===== config.mk =====
export PLATFORM = sky130hd
export DESIGN_NAME = sound_sequencer
export DESIGN_NICKNAME = d
export VERILOG_FILES = /design/src/rtl/sound_sequencer.sv
export SDC_FILE = /design/constraint.sdc
export NUM_CORES = 1
export LEC_CHECK = 0
export CAP_MARGIN = 0
export CORE_MARGIN = 4
export CORE_UTILIZATION = 35
export DETAILED_ROUTE_END_ITERATION = 7
export SLEW_MARGIN = 20
export SYNTH_ARGS = -nofsm -noshare
export SYNTH_HDL_FRONTEND = slang
export SYNTH_SLANG_ARGS = --single-unit

===== constraint.sdc =====
create_clock -name clk -period 4.29 [get_ports clk]
set_input_delay 1.0725 -clock clk [delete_from_list [all_inputs] [get_ports clk]]
set_output_delay 1.0725 -clock clk [all_outputs]
set_load 0.005 [all_outputs]

===== src/rtl/sound_sequencer.sv =====
// sound_sequencer: fixed-priority game sound player stepping a melody ROM into the buzzer.
// Define SOUND_PREEMPT_EN to let a strictly higher-priority request abort the current melody.
//
// state | meaning
// IDLE  | silent, all outputs 0, waiting for a pending request
// LOAD  | fetch the current ROM entry, buzzer disabled
// PLAY  | sound the entry note for dur*TICK_CLKS cycles
// GAP   | silent spacing between notes, note code held
module sound_sequencer #(
    parameter int TICK_CLKS = 250000,
    parameter int GAP_CLKS  = 125000
) (
    input  logic       clk,
    input  logic       rst_n,
    input  logic       req_drop,
    input  logic       req_error,
    input  logic       req_win,
    output logic [3:0] note,
    output logic       enable,
    output logic       busy,
    output logic [1:0] playing_id,
    output logic       done
);
    localparam int MAX_CNT = (15 * TICK_CLKS > GAP_CLKS) ? 15 * TICK_CLKS : GAP_CLKS;
    localparam int CNT_W   = $clog2(MAX_CNT + 1);

    typedef enum logic [1:0] {S_IDLE, S_LOAD, S_PLAY, S_GAP} state_t;

    state_t           state_q, state_d;
    logic [2:0]       pend_q, pend_d;
    logic [3:0]       addr_q, addr_d;
    logic [CNT_W-1:0] timer_q, timer_d;
    logic [3:0]       note_q, note_d;
    logic             enable_q, enable_d;
    logic [1:0]       id_q, id_d;
    logic             done_q, done_d;

    logic [8:0] entry;
    logic [3:0] entry_dur;
    logic [1:0] hi_id;
    logic [3:0] hi_base;
    logic [2:0] hi_mask;
    logic [2:0] clr_mask;
    logic       preempt;

    // ROM entry {note, dur, last}; melodies packed back to back: DROP @0, ERROR @2, WIN @5
    always_comb begin
        case (addr_q)
            4'd0:    entry = {4'd8,  4'd3,  1'b0};
            4'd1:    entry = {4'd1,  4'd3,  1'b1};
            4'd2:    entry = {4'd9,  4'd10, 1'b0};
            4'd3:    entry = {4'd0,  4'd3,  1'b0};
            4'd4:    entry = {4'd10, 4'd15, 1'b1};
            4'd5:    entry = {4'd1,  4'd6,  1'b0};
            4'd6:    entry = {4'd3,  4'd6,  1'b0};
            4'd7:    entry = {4'd5,  4'd6,  1'b0};
            4'd8:    entry = {4'd7,  4'd12, 1'b0};
            4'd9:    entry = {4'd0,  4'd3,  1'b0};
            4'd10:   entry = {4'd5,  4'd6,  1'b0};
            4'd11:   entry = {4'd7,  4'd15, 1'b1};
            default: entry = {4'd0,  4'd1,  1'b1};
        endcase
    end

    assign entry_dur = (entry[4:1] == 4'd0) ? 4'd1 : entry[4:1];

    always_comb begin
        hi_id   = 2'd0;
        hi_base = 4'd0;
        hi_mask = 3'b000;
        if (pend_q[2]) begin
            hi_id = 2'd3; hi_base = 4'd5; hi_mask = 3'b100;
        end else if (pend_q[1]) begin
            hi_id = 2'd2; hi_base = 4'd2; hi_mask = 3'b010;
        end else if (pend_q[0]) begin
            hi_id = 2'd1; hi_base = 4'd0; hi_mask = 3'b001;
        end
    end

`ifdef SOUND_PREEMPT_EN
    assign preempt = (state_q != S_IDLE) && (hi_id > id_q);
`else
    assign preempt = 1'b0;
`endif

    always_comb begin
        state_d  = state_q;
        addr_d   = addr_q;
        timer_d  = timer_q;
        note_d   = note_q;
        enable_d = enable_q;
        id_d     = id_q;
        done_d   = 1'b0;
        clr_mask = 3'b000;
        if (preempt) begin
            state_d  = S_LOAD;
            addr_d   = hi_base;
            id_d     = hi_id;
            enable_d = 1'b0;
            clr_mask = hi_mask;
        end else begin
            case (state_q)
                S_IDLE: begin
                    if (hi_id != 2'd0) begin
                        state_d  = S_LOAD;
                        addr_d   = hi_base;
                        id_d     = hi_id;
                        clr_mask = hi_mask;
                    end
                end
                S_LOAD: begin
                    state_d  = S_PLAY;
                    timer_d  = CNT_W'(entry_dur) * CNT_W'(TICK_CLKS) - CNT_W'(1);
                    note_d   = entry[8:5];
                    enable_d = (entry[8:5] != 4'd0);
                end
                S_PLAY: begin
                    if (timer_q == '0) begin
                        enable_d = 1'b0;
                        if (entry[0]) begin
                            state_d = S_IDLE;
                            note_d  = 4'd0;
                            id_d    = 2'd0;
                            done_d  = 1'b1;
                        end else begin
                            addr_d = addr_q + 4'd1;
                            if (GAP_CLKS > 0) begin
                                state_d = S_GAP;
                                timer_d = CNT_W'(GAP_CLKS - 1);
                            end else begin
                                state_d = S_LOAD;
                            end
                        end
                    end else begin
                        timer_d = timer_q - CNT_W'(1);
                    end
                end
                S_GAP: begin
                    if (timer_q == '0) state_d = S_LOAD;
                    else               timer_d = timer_q - CNT_W'(1);
                end
                default: state_d = S_IDLE;
            endcase
        end
        // a request on the loading edge wins over the clear so the melody replays
        pend_d = (pend_q & ~clr_mask) | {req_win, req_error, req_drop};
    end

    always_ff @(posedge clk or negedge rst_n) begin
        if (!rst_n) begin
            state_q  <= S_IDLE;
            pend_q   <= 3'b000;
            addr_q   <= 4'd0;
            timer_q  <= '0;
            note_q   <= 4'd0;
            enable_q <= 1'b0;
            id_q     <= 2'd0;
            done_q   <= 1'b0;
        end else begin
            state_q  <= state_d;
            pend_q   <= pend_d;
            addr_q   <= addr_d;
            timer_q  <= timer_d;
            note_q   <= note_d;
            enable_q <= enable_d;
            id_q     <= id_d;
            done_q   <= done_d;
        end
    end

    assign note       = note_q;
    assign enable     = enable_q;
    assign busy       = (state_q != S_IDLE);
    assign playing_id = id_q;
    assign done       = done_q;
endmodule


==> results.json <==
{
  "cp_top_family": "adder cells",
  "syn_avg_cell_area_um2": 8.597,
  "critPathMaxFanout": 6,
  "critical_path_class": "register to register",
  "dr.max_layer_used": "met4",
  "crit_path_cell_trace": "inv_1 > ha_1 > nor2_1 > nor2_1 > ha_1 > fa_1 > inv_1 > fa_1 > or3b_2 > nor2_1 > nand4_1 > nor4_2 > xnor2_1 > o2bb2ai_1",
  "min_path_cells": 2,
  "ys_types": 76,
  "crit_required_ns": 4.51,
  "worst-slew-pin-transition_ns": 1.034,
  "drc_errors": 0,
  "gp_congestion": 0.9420,
  "worstHoldStart": "note[2]",
  "clk_pin_slew_ns": 0.08,
  "synth_edf_count": 0,
  "maxSlewViolCount": 0,
  "cp_common_cell": "nor2_1",
  "drt-met1-wl_um": 4256,
  "routedWlPerCell_um": 16.22,
  "n_fill_cell": 1033,
  "setup_ws_ns": 0.2071,
  "die_y_um": 108.6,
  "nets": 478,
  "antenna_found_initial": 0,
  "grt-ovfl-total": 0,
  "yosys-top-cells-area": "dfrtp_1 28%, ha_1 11%, o21ai_0 4.2%",
  "dr.pass1.iters": 4,
  "grt_max_degree": 40,
  "netlist_instances": 412,
  "wl_met3_um": 372,
  "cts_tree": "built",
  "run_status": "complete, no violations",
  "synth_warnings": 0,
  "grt_pass1_wl_um": 15800,
  "die_w_um": 108.6,
  "cts.sinks": 39,
  "hp-class": "register to register",
  "cp-startpoint": "addr_q[0]",
  "crit_buf_inv": 2,
  "cts_buffer_depth": 2,
  "async_reset_ff_share_pct": 100.0,
  "clk_latency_ns": 0.30,
  "yosys.area.top_type_share_pct": 27.55,
  "drt_iter0_drc": 191,
  "r2r-start": "addr_q[0]",
  "initial_core_util_pct": 36.07,
  "core-area_um2": 9819,
  "reg2reg_depth": 14,
  "finClkSkew_ns": 0.01019,
  "max_stage_delay_ns": 0.56,
  "io_buffers": 13,
  "grt_pass1_vias": 3185,
  "die_area_um2": 11790,
  "relSlewSlack_pct": 30.33,
  "maxCapViolCount": 0,
  "synth-main-ff-cell": "dfrtp_1",
  "cp.arrival_ns": 4.30,
  "wl_met2_um": 4441,
  "cts_buffers": 5,
  "viasPerCell": 5.630,
  "cp-end-kind": "register",
  "synth_top_area_cell": "dfrtp_1",
  "max_freq_mhz": 244.9,
  "period_needed_ns": 4.083,
  "syn_area_um2": 3542,
  "hold_viol": 0,
  "layout-drive-gt1-share_pct": 12.36,
  "routed_wl_um": 9246,
  "area_growth_pct": 14.16,
  "synth.net_count": 454,
  "pre_cts_slack_ns": 0.08274,
  "holdBufCountCts": 0,
  "root_buffer": "clkbuf_8",
  "finalSetupViolCount": 0,
  "io_pins": 14,
  "diodes": 0,
  "cp.depth": 14,
  "num_rows": 36,
  "synth-seq-area-share_pct": 27.55,
  "stdcell_count": 570,
  "critPathSlowestCell": "fa_1",
  "ys_ff_latch": 39,
  "min_period_over_period_pct": 95.17,
  "place_inst": 560,
  "ant_nets": 0,
  "grt_usage_pct": 16.61,
  "startpoint_type": "register",
  "vias": 3209,
  "dp_hpwl_um": 7082,
  "cts-htree-levels": 2
}
## worst register-to-register path: cells and delay by family (launching register included)
family / cells / cell delay [ns]
adders and majority gates: 4 / 1.64
and+or+nand+nor: 6 / 1.47
buffers and inverters: 2 / 0.21
AOI/OAI and AO/OA: 1 / 0.12
DFF: 1 / 0.43
xor gates and xnor gates: 1 / 0.15
## registers in the layout (all words and copies together) (netlist names)
signal and cells:
timer_q 22, addr_q 4, note 4, pend_q 3, playing_id 2, state_q 2, done 1, enable 1
## stage by stage
step                      setup TNS [ns]  instance area, um2  utilization [%]  hold slack (ns)
after detailed placement               0                3890            39.62           0.4785
after CTS                              0                4003            40.76           0.4975
final                                  0                4044            41.18           0.4881
after floorplan                        0                3543                -           0.4628
after global placement                 0                3890            39.62           0.4585
after global routing           -0.008758                4044            41.18           0.5384
## path summary, 6_finish.rpt
check | end | slack (ns)
min in group asynchronous | pend_q[1] | 0.89
max reg2reg | timer_q[21] | 0.21
max | timer_q[21] | 0.21
max in group asynchronous | timer_q[18] | 2.83
min reg2reg | note[2] | 0.49
min | note[2] | 0.49
## Yosys cell counts, drive strengths merged (3+ instances only)
library cell,number
a21o,5
a21oi,21
a31oi,4
buf,4
clkbuf,8
dfrtp,39
fa,5
ha,32
inv,35
mux2,5
mux2i,6
nand2,28
nand2b,6
nand3,8
nand4,6
nor2,35
nor2b,8
nor3,16
nor3b,5
nor4,9
o2111ai,3
o211ai,4
o21ai,32
o22ai,8
o31ai,4
o41ai,4
or2,3
or3,4
or4,6
xnor2,15
xor2,3
## placed cells by master (no fill, tap or decap), types with 6 or more instances in the layout
master           count
nor2b_1              8
nand3_1              7
nor3_1              16
ha_1                31
nor4_1               6
clkdlybuf4s50_1     12
buf_4               16
a21oi_1             21
dfrtp_1             39
inv_1               33
o22ai_1              8
nand2_1             27
nand4_1              6
o21ai_0             28
xnor2_1             15
nor2_1              35
## per-layer routing
layer	global-route usage (%)	vias up
met3	2.030	15
met5	0	-
li1	-	1569
met1	21.92	1553
met4	5.500	0
met2	28.11	72
## kinds of logic after synthesis
group,synth area share [%]
DFF,27.55
muxes,3.285
xor gates and xnor gates,4.451
adders and majority gates,14.13
AOI/OAI and AO/OA,22.93
and+or+nand+nor,22.57
buffers and inverters,5.086
## area by class of cell
class                           count  area (um2)  share of cell area, %
Sequential cell                    39       975.9                  24.13
Clock buffer                        5       68.82                  1.702
Inverter                           35       131.4                  3.249
Multi-Input combinational cell    326        2412                  59.65
Tap cell                          133       166.4                  4.115
Clock inverter                      3       43.79                  1.083
Timing Repair Buffer               29       245.2                  6.064
## what timing repair did
item | in CTS | in global routing
buffers inserted | 0 | 2
endpoints found under the setup margin | 0 | 3
gates resized for setup | 0 | 5
Power is not shown: default switching activity piles up to over one toggle a cycle in this logic, so the estimate is an artifact.
==> RTL edit 1: new RTL, same settings <==
Reset style: synchronous (`rst_n`), changed in one clocked block.
--- a/src/rtl/sound_sequencer.sv
+++ b/src/rtl/sound_sequencer.sv
@@ -146,7 +146,7 @@
         pend_d = (pend_q & ~clr_mask) | {req_win, req_error, req_drop};
     end
 
-    always_ff @(posedge clk or negedge rst_n) begin
+    always_ff @(posedge clk) begin
         if (!rst_n) begin
             state_q  <= S_IDLE;
             pend_q   <= 3'b000;
Behaviour: differs if rst_n is asserted again (counterexample within 4 cycles, from zero or initial values and one cycle with rst_n low); with rst_n held inactive, the same outputs for 10 cycles.
==> RTL edit 1 against the unedited design <==
Die area grew 9.1%. Synthesized cell count grew 19%. Hold slack lost 0.032 ns. Routed wire length grew 14%. Cell area grew 5.4%. Clock skew shrank 0.0022 ns. Sequential cell count grew 9. Synthesized area grew 9.9%. Setup slack gained 0.29 ns. Highest routed layer unchanged.
==> RTL edit 1: results (changes against the unedited design) <==
first-pass GRT wire length - 17.4 mm (+9.9%)
sequential-to-total area share from yosys stat - 24.7% (-2.9 points)
outcome - completed
vias in the first global route - 3,484 (+9.4%)
NumNets Final - 537 (+12%)
DR vias - 3,704 (+15%)
share of cells above drive strength 1 - 9.48% (-2.9 points)
Clock Latency Late Sink - 0.32 ns (+0.02 ns)
Initial DRC Count - 203 (+6.3%)
CP max FO - 7 (+1)
GRT Total Usage - 16.2% (-0.38 points)
relative slew slack - 52.2% (+22 points)
max reg flops - 22 (unchanged)
YS warnings - 0 (unchanged)
TritonRoute pass-1 iters - 4 (unchanged)
CP peak stage delay - 0.63 ns (+0.07 ns)
fraction of registers with async set/reset - 0% (-100 points)
Crit path arrival time - 3.99 ns (-0.31 ns)
RePlAce Congestion - 0.909 (-3.5%)
Reg clk slew, reported paths - 0.10 ns (+0.02 ns)
Max Clock Skew - 0.00799 ns (-0.00220 ns)
dpl cells - 628 (+12%)
hpwl dp - 7.87 mm (+11%)
crit path max-delay cell type - or4b_1
synth top area cells - dfxtp_1 25%, ha_1 10%, o21ai_0 5.3%
Unique masters post-synth - 78 (+2.6%)
synthesized instance count - 491 (+19%)
syn nets - 533 (+17%)
Fill cells - 1,156 (+12%)
pin count of the biggest net entering global routing - 27 (-33%)
drt wl/cell - 16.5 um (+2.0%)
Commonest cells post-synth - 48 x dfxtp_1, 41 x o21ai_0, 39 x a21oi_1
Total Wirelength - 10.5 mm (+14%)
Clock Tree Buf Depth - 2 (unchanged)
r2r setup slk - 0.50 ns (+0.29 ns)
[RTL edit 1: worst max-delay path: cells and delay by family (launching register included)]
family | cells | cell delay [ns]
AO/OA/AOI/OAI | 2 | 0.45
XOR/XNOR | 1 | 0.19
adder cells (fa/ha/maj) | 4 | 0.82
buffers and inverters | 2 | 0.30
flip-flops | 1 | 0.32
AND/OR/NAND/NOR | 5 | 1.60
[RTL edit 1: cell families after synthesis]
group / after synthesis / share of synthesized area, %
AO/OA/AOI/OAI: 152 / 26.0
multiplexers: 6 / 1.61
buffers and inverters: 55 / 6.04
adder cells (fa/ha/maj): 37 / 12.9
flip-flops: 48 / 24.7
AND/OR/NAND/NOR: 183 / 26.6
XOR/XNOR: 10 / 2.25
[RTL edit 1: metrics by stage]
step	instance area [um2]	hold slack, ns	setup slack, ns
detailed placement	4150	0.446	0.532
floorplan	3890	0.448	0.139
global placement	4150	0.442	0.679
finish	4260	0.456	0.498
global route	4260	0.484	0.145
CTS	4250	0.460	0.513
[RTL edit 1: final timing paths]
path | cells after the start | endpoint | from
setup / recovery | 14 | timer_q[20] | entry[4]
hold / removal | 2 | note[1] | note[1]
setup reg to reg | 14 | timer_q[20] | entry[4]
hold reg to reg | 2 | note[1] | note[1]
[RTL edit 1: routing by layer]
metal	vias up	global-route usage [%]	part of all wire (%)
met5	-	0	0
met4	0	3.85	1.7
met3	17	2.23	5.5
met2	117	27.4	48
met1	1742	22.0	45
li1	1828	-	-
[RTL edit 1: power by group]
group	total, W	leakage, nW	switching (W)	internal [W]
clock	0.000305	0.0434	0.000174	0.000131
combinational	0.00249	1.17	0.00150	0.000988
sequential	0.000779	0.395	0.000185	0.000594
total	0.00358	1.60	0.00186	0.00171
[RTL edit 1: cell type report]
type | instances | area, um2 | area share, %
clock buffer | 6 | 82.6 | 1.94
clock inverter | 2 | 15.0 | 0.352
timing repair buffer | 23 | 205 | 4.81
multi-input combinational | 388 | 2720 | 63.7
sequential | 48 | 961 | 22.5
tap | 140 | 175 | 4.11
inverter | 29 | 109 | 2.55
==> RTL edit 2: new RTL, same settings <==
Without the edit above. The parameter `GAP_CLKS` goes from 125000 to 62500.
--- a/src/rtl/sound_sequencer.sv
+++ b/src/rtl/sound_sequencer.sv
@@ -8,7 +8,7 @@
 // GAP   | silent spacing between notes, note code held
 module sound_sequencer #(
     parameter int TICK_CLKS = 250000,
-    parameter int GAP_CLKS  = 125000
+    parameter int GAP_CLKS  = 62500
 ) (
     input  logic       clk,
     input  logic       rst_n,
Check against the original RTL: no difference found for any inputs over 10 cycles, from zero or initial values and one cycle with rst_n low; that may be too few to reach the edited logic, so the function may still have changed.
==> RTL edit 2 against the unedited design <==
Synthesized area fell by 0.67%. Cell area fell by 2.1%. Via count up 3.4%. Sequential cell count did not move. Routed wire length decreased by 1.1%. Hold slack better by 0.0073 ns. Highest routed layer unchanged. Setup slack gained 0.035 ns. Critical path depth is the same.
==> RTL edit 2: results (changes against the unedited design) <==
synth top area cells - dfrtp_1 28%, ha_1 11%, o21ai_0 4.7%
relative slew slack - 41.1% (+11 points)
DR vias - 3,318 (+3.4%)
Max Clock Skew - 0.00626 ns (-0.00393 ns)
Fill cells - 1,018 (-1.5%)
TritonRoute pass-1 iters - 5 (+1)
CP peak stage delay - 0.58 ns (+0.02 ns)
RePlAce Congestion - 0.947 (+0.49%)
Worst Hold Class - reg2reg
NumNets Final - 487 (+1.9%)
WL met2 - 4.23 mm (-4.7%)
vias in the first global route - 3,114 (-2.2%)
dpl cells - 571 (+2.0%)
highest routed layer - met4
hpwl dp - 7.16 mm (+1.1%)
H-tree lvl count - 2 (unchanged)
first-pass GRT wire length - 15.2 mm (-3.8%)
met3 WL post-DR - 445 um (+20%)
CP max FO - 5 (-1)
Unique masters post-synth - 66 (-13%)
vias per cell - 5.74 (+2.0%)
Commonest cells post-synth - 43 x nor2_1, 39 x dfrtp_1, 33 x o21ai_0
GRT Total Usage - 15.9% (-0.71 points)
CP Launch Point - addr_q[1]
Crit path arrival time - 4.19 ns (-0.11 ns)
outcome - completed
pin count of the biggest net entering global routing - 40 (unchanged)
syn nets - 469 (+3.3%)
wl on met1 - 4.27 mm (+0.40%)
Initial DRC Count - 287 (+50%)
sequential-to-total area share from yosys stat - 27.7% (+0.19 points)
share of cells above drive strength 1 - 9.89% (-2.5 points)
synthesized instance count - 427 (+3.6%)
hold path start - enable
-- RTL edit 2: cell families after synthesis --
| family | synth area share, % |
|---|---|
| compound gates | 24.0 |
| xor+xnor | 3.24 |
| fa+ha+maj | 14.2 |
| buf+inv | 5.44 |
| flops | 27.7 |
| mux | 3.27 |
| simple gates | 22.0 |
-- RTL edit 2: metrics by stage --
stage / util (%) / instance area [um2] / setup TNS [ns] / hold slack (ns) / worst slack (ns)
after floorplan: - / 3520 / 0 / 0.472 / 0.00792
after CTS: 40.1 / 3920 / 0 / 0.502 / 0.0321
final: 40.5 / 3960 / 0 / 0.495 / 0.242
after global routing: 40.5 / 3960 / -0.00686 / 0.543 / -0.00686
after global placement: 39.2 / 3840 / 0 / 0.475 / 0.194
after detailed placement: 39.2 / 3840 / 0 / 0.483 / 0.0541
-- RTL edit 2: power breakdown --
group / total (W) / internal [W] / switching (W)
Sequential: 0.000681 / 0.000536 / 0.000145
Combinational: 0.00270 / 0.00115 / 0.00156
Clock: 0.000259 / 0.000126 / 0.000132
Total: 0.00364 / 0.00181 / 0.00183
-- RTL edit 2: what timing repair did --
item / 4_1_cts / 5_1_grt
hold buffers: 0 / 0
endpoints found under the setup margin: 0 / 3
resized for setup: 0 / 9
-- RTL edit 2: final timing paths --
kind	endpoint	slack, ns	depth (start not counted)
worst max-delay path	timer_q[21]	0.24	14
worst min-delay path	enable	0.50	2
worst max register to register	timer_q[21]	0.24	14
worst min register to register	enable	0.50	2
max in group asynchronous	addr_q[0]	2.83	1
min in group asynchronous	timer_q[14]	0.89	1
-- RTL edit 2: routing by layer --
metal | global-route usage [%] | vias up
met5 | 0 | -
met4 | 4.42 | 0
met3 | 2.03 | 15
met2 | 25.2 | 102
met1 | 22.8 | 1603
li1 | - | 1598
-- RTL edit 2: worst min-delay path, stage by stage (launching register included) --
cell and delay, ns:
dfrtp_1 0.35, nand2_1 0.05, o21ai_0 0.06
-- RTL edit 2: area by class of cell --
class | instances | area, um2 | area share [%]
Multi-Input combinational cell | 340 | 2390 | 60.3
Sequential cell | 39 | 976 | 24.6
Timing Repair Buffer | 25 | 215 | 5.43
Tap cell | 133 | 166 | 4.20
Inverter | 34 | 128 | 3.22
Clock buffer | 6 | 82.6 | 2.09
Clock inverter | 1 | 5.00 | 0.126
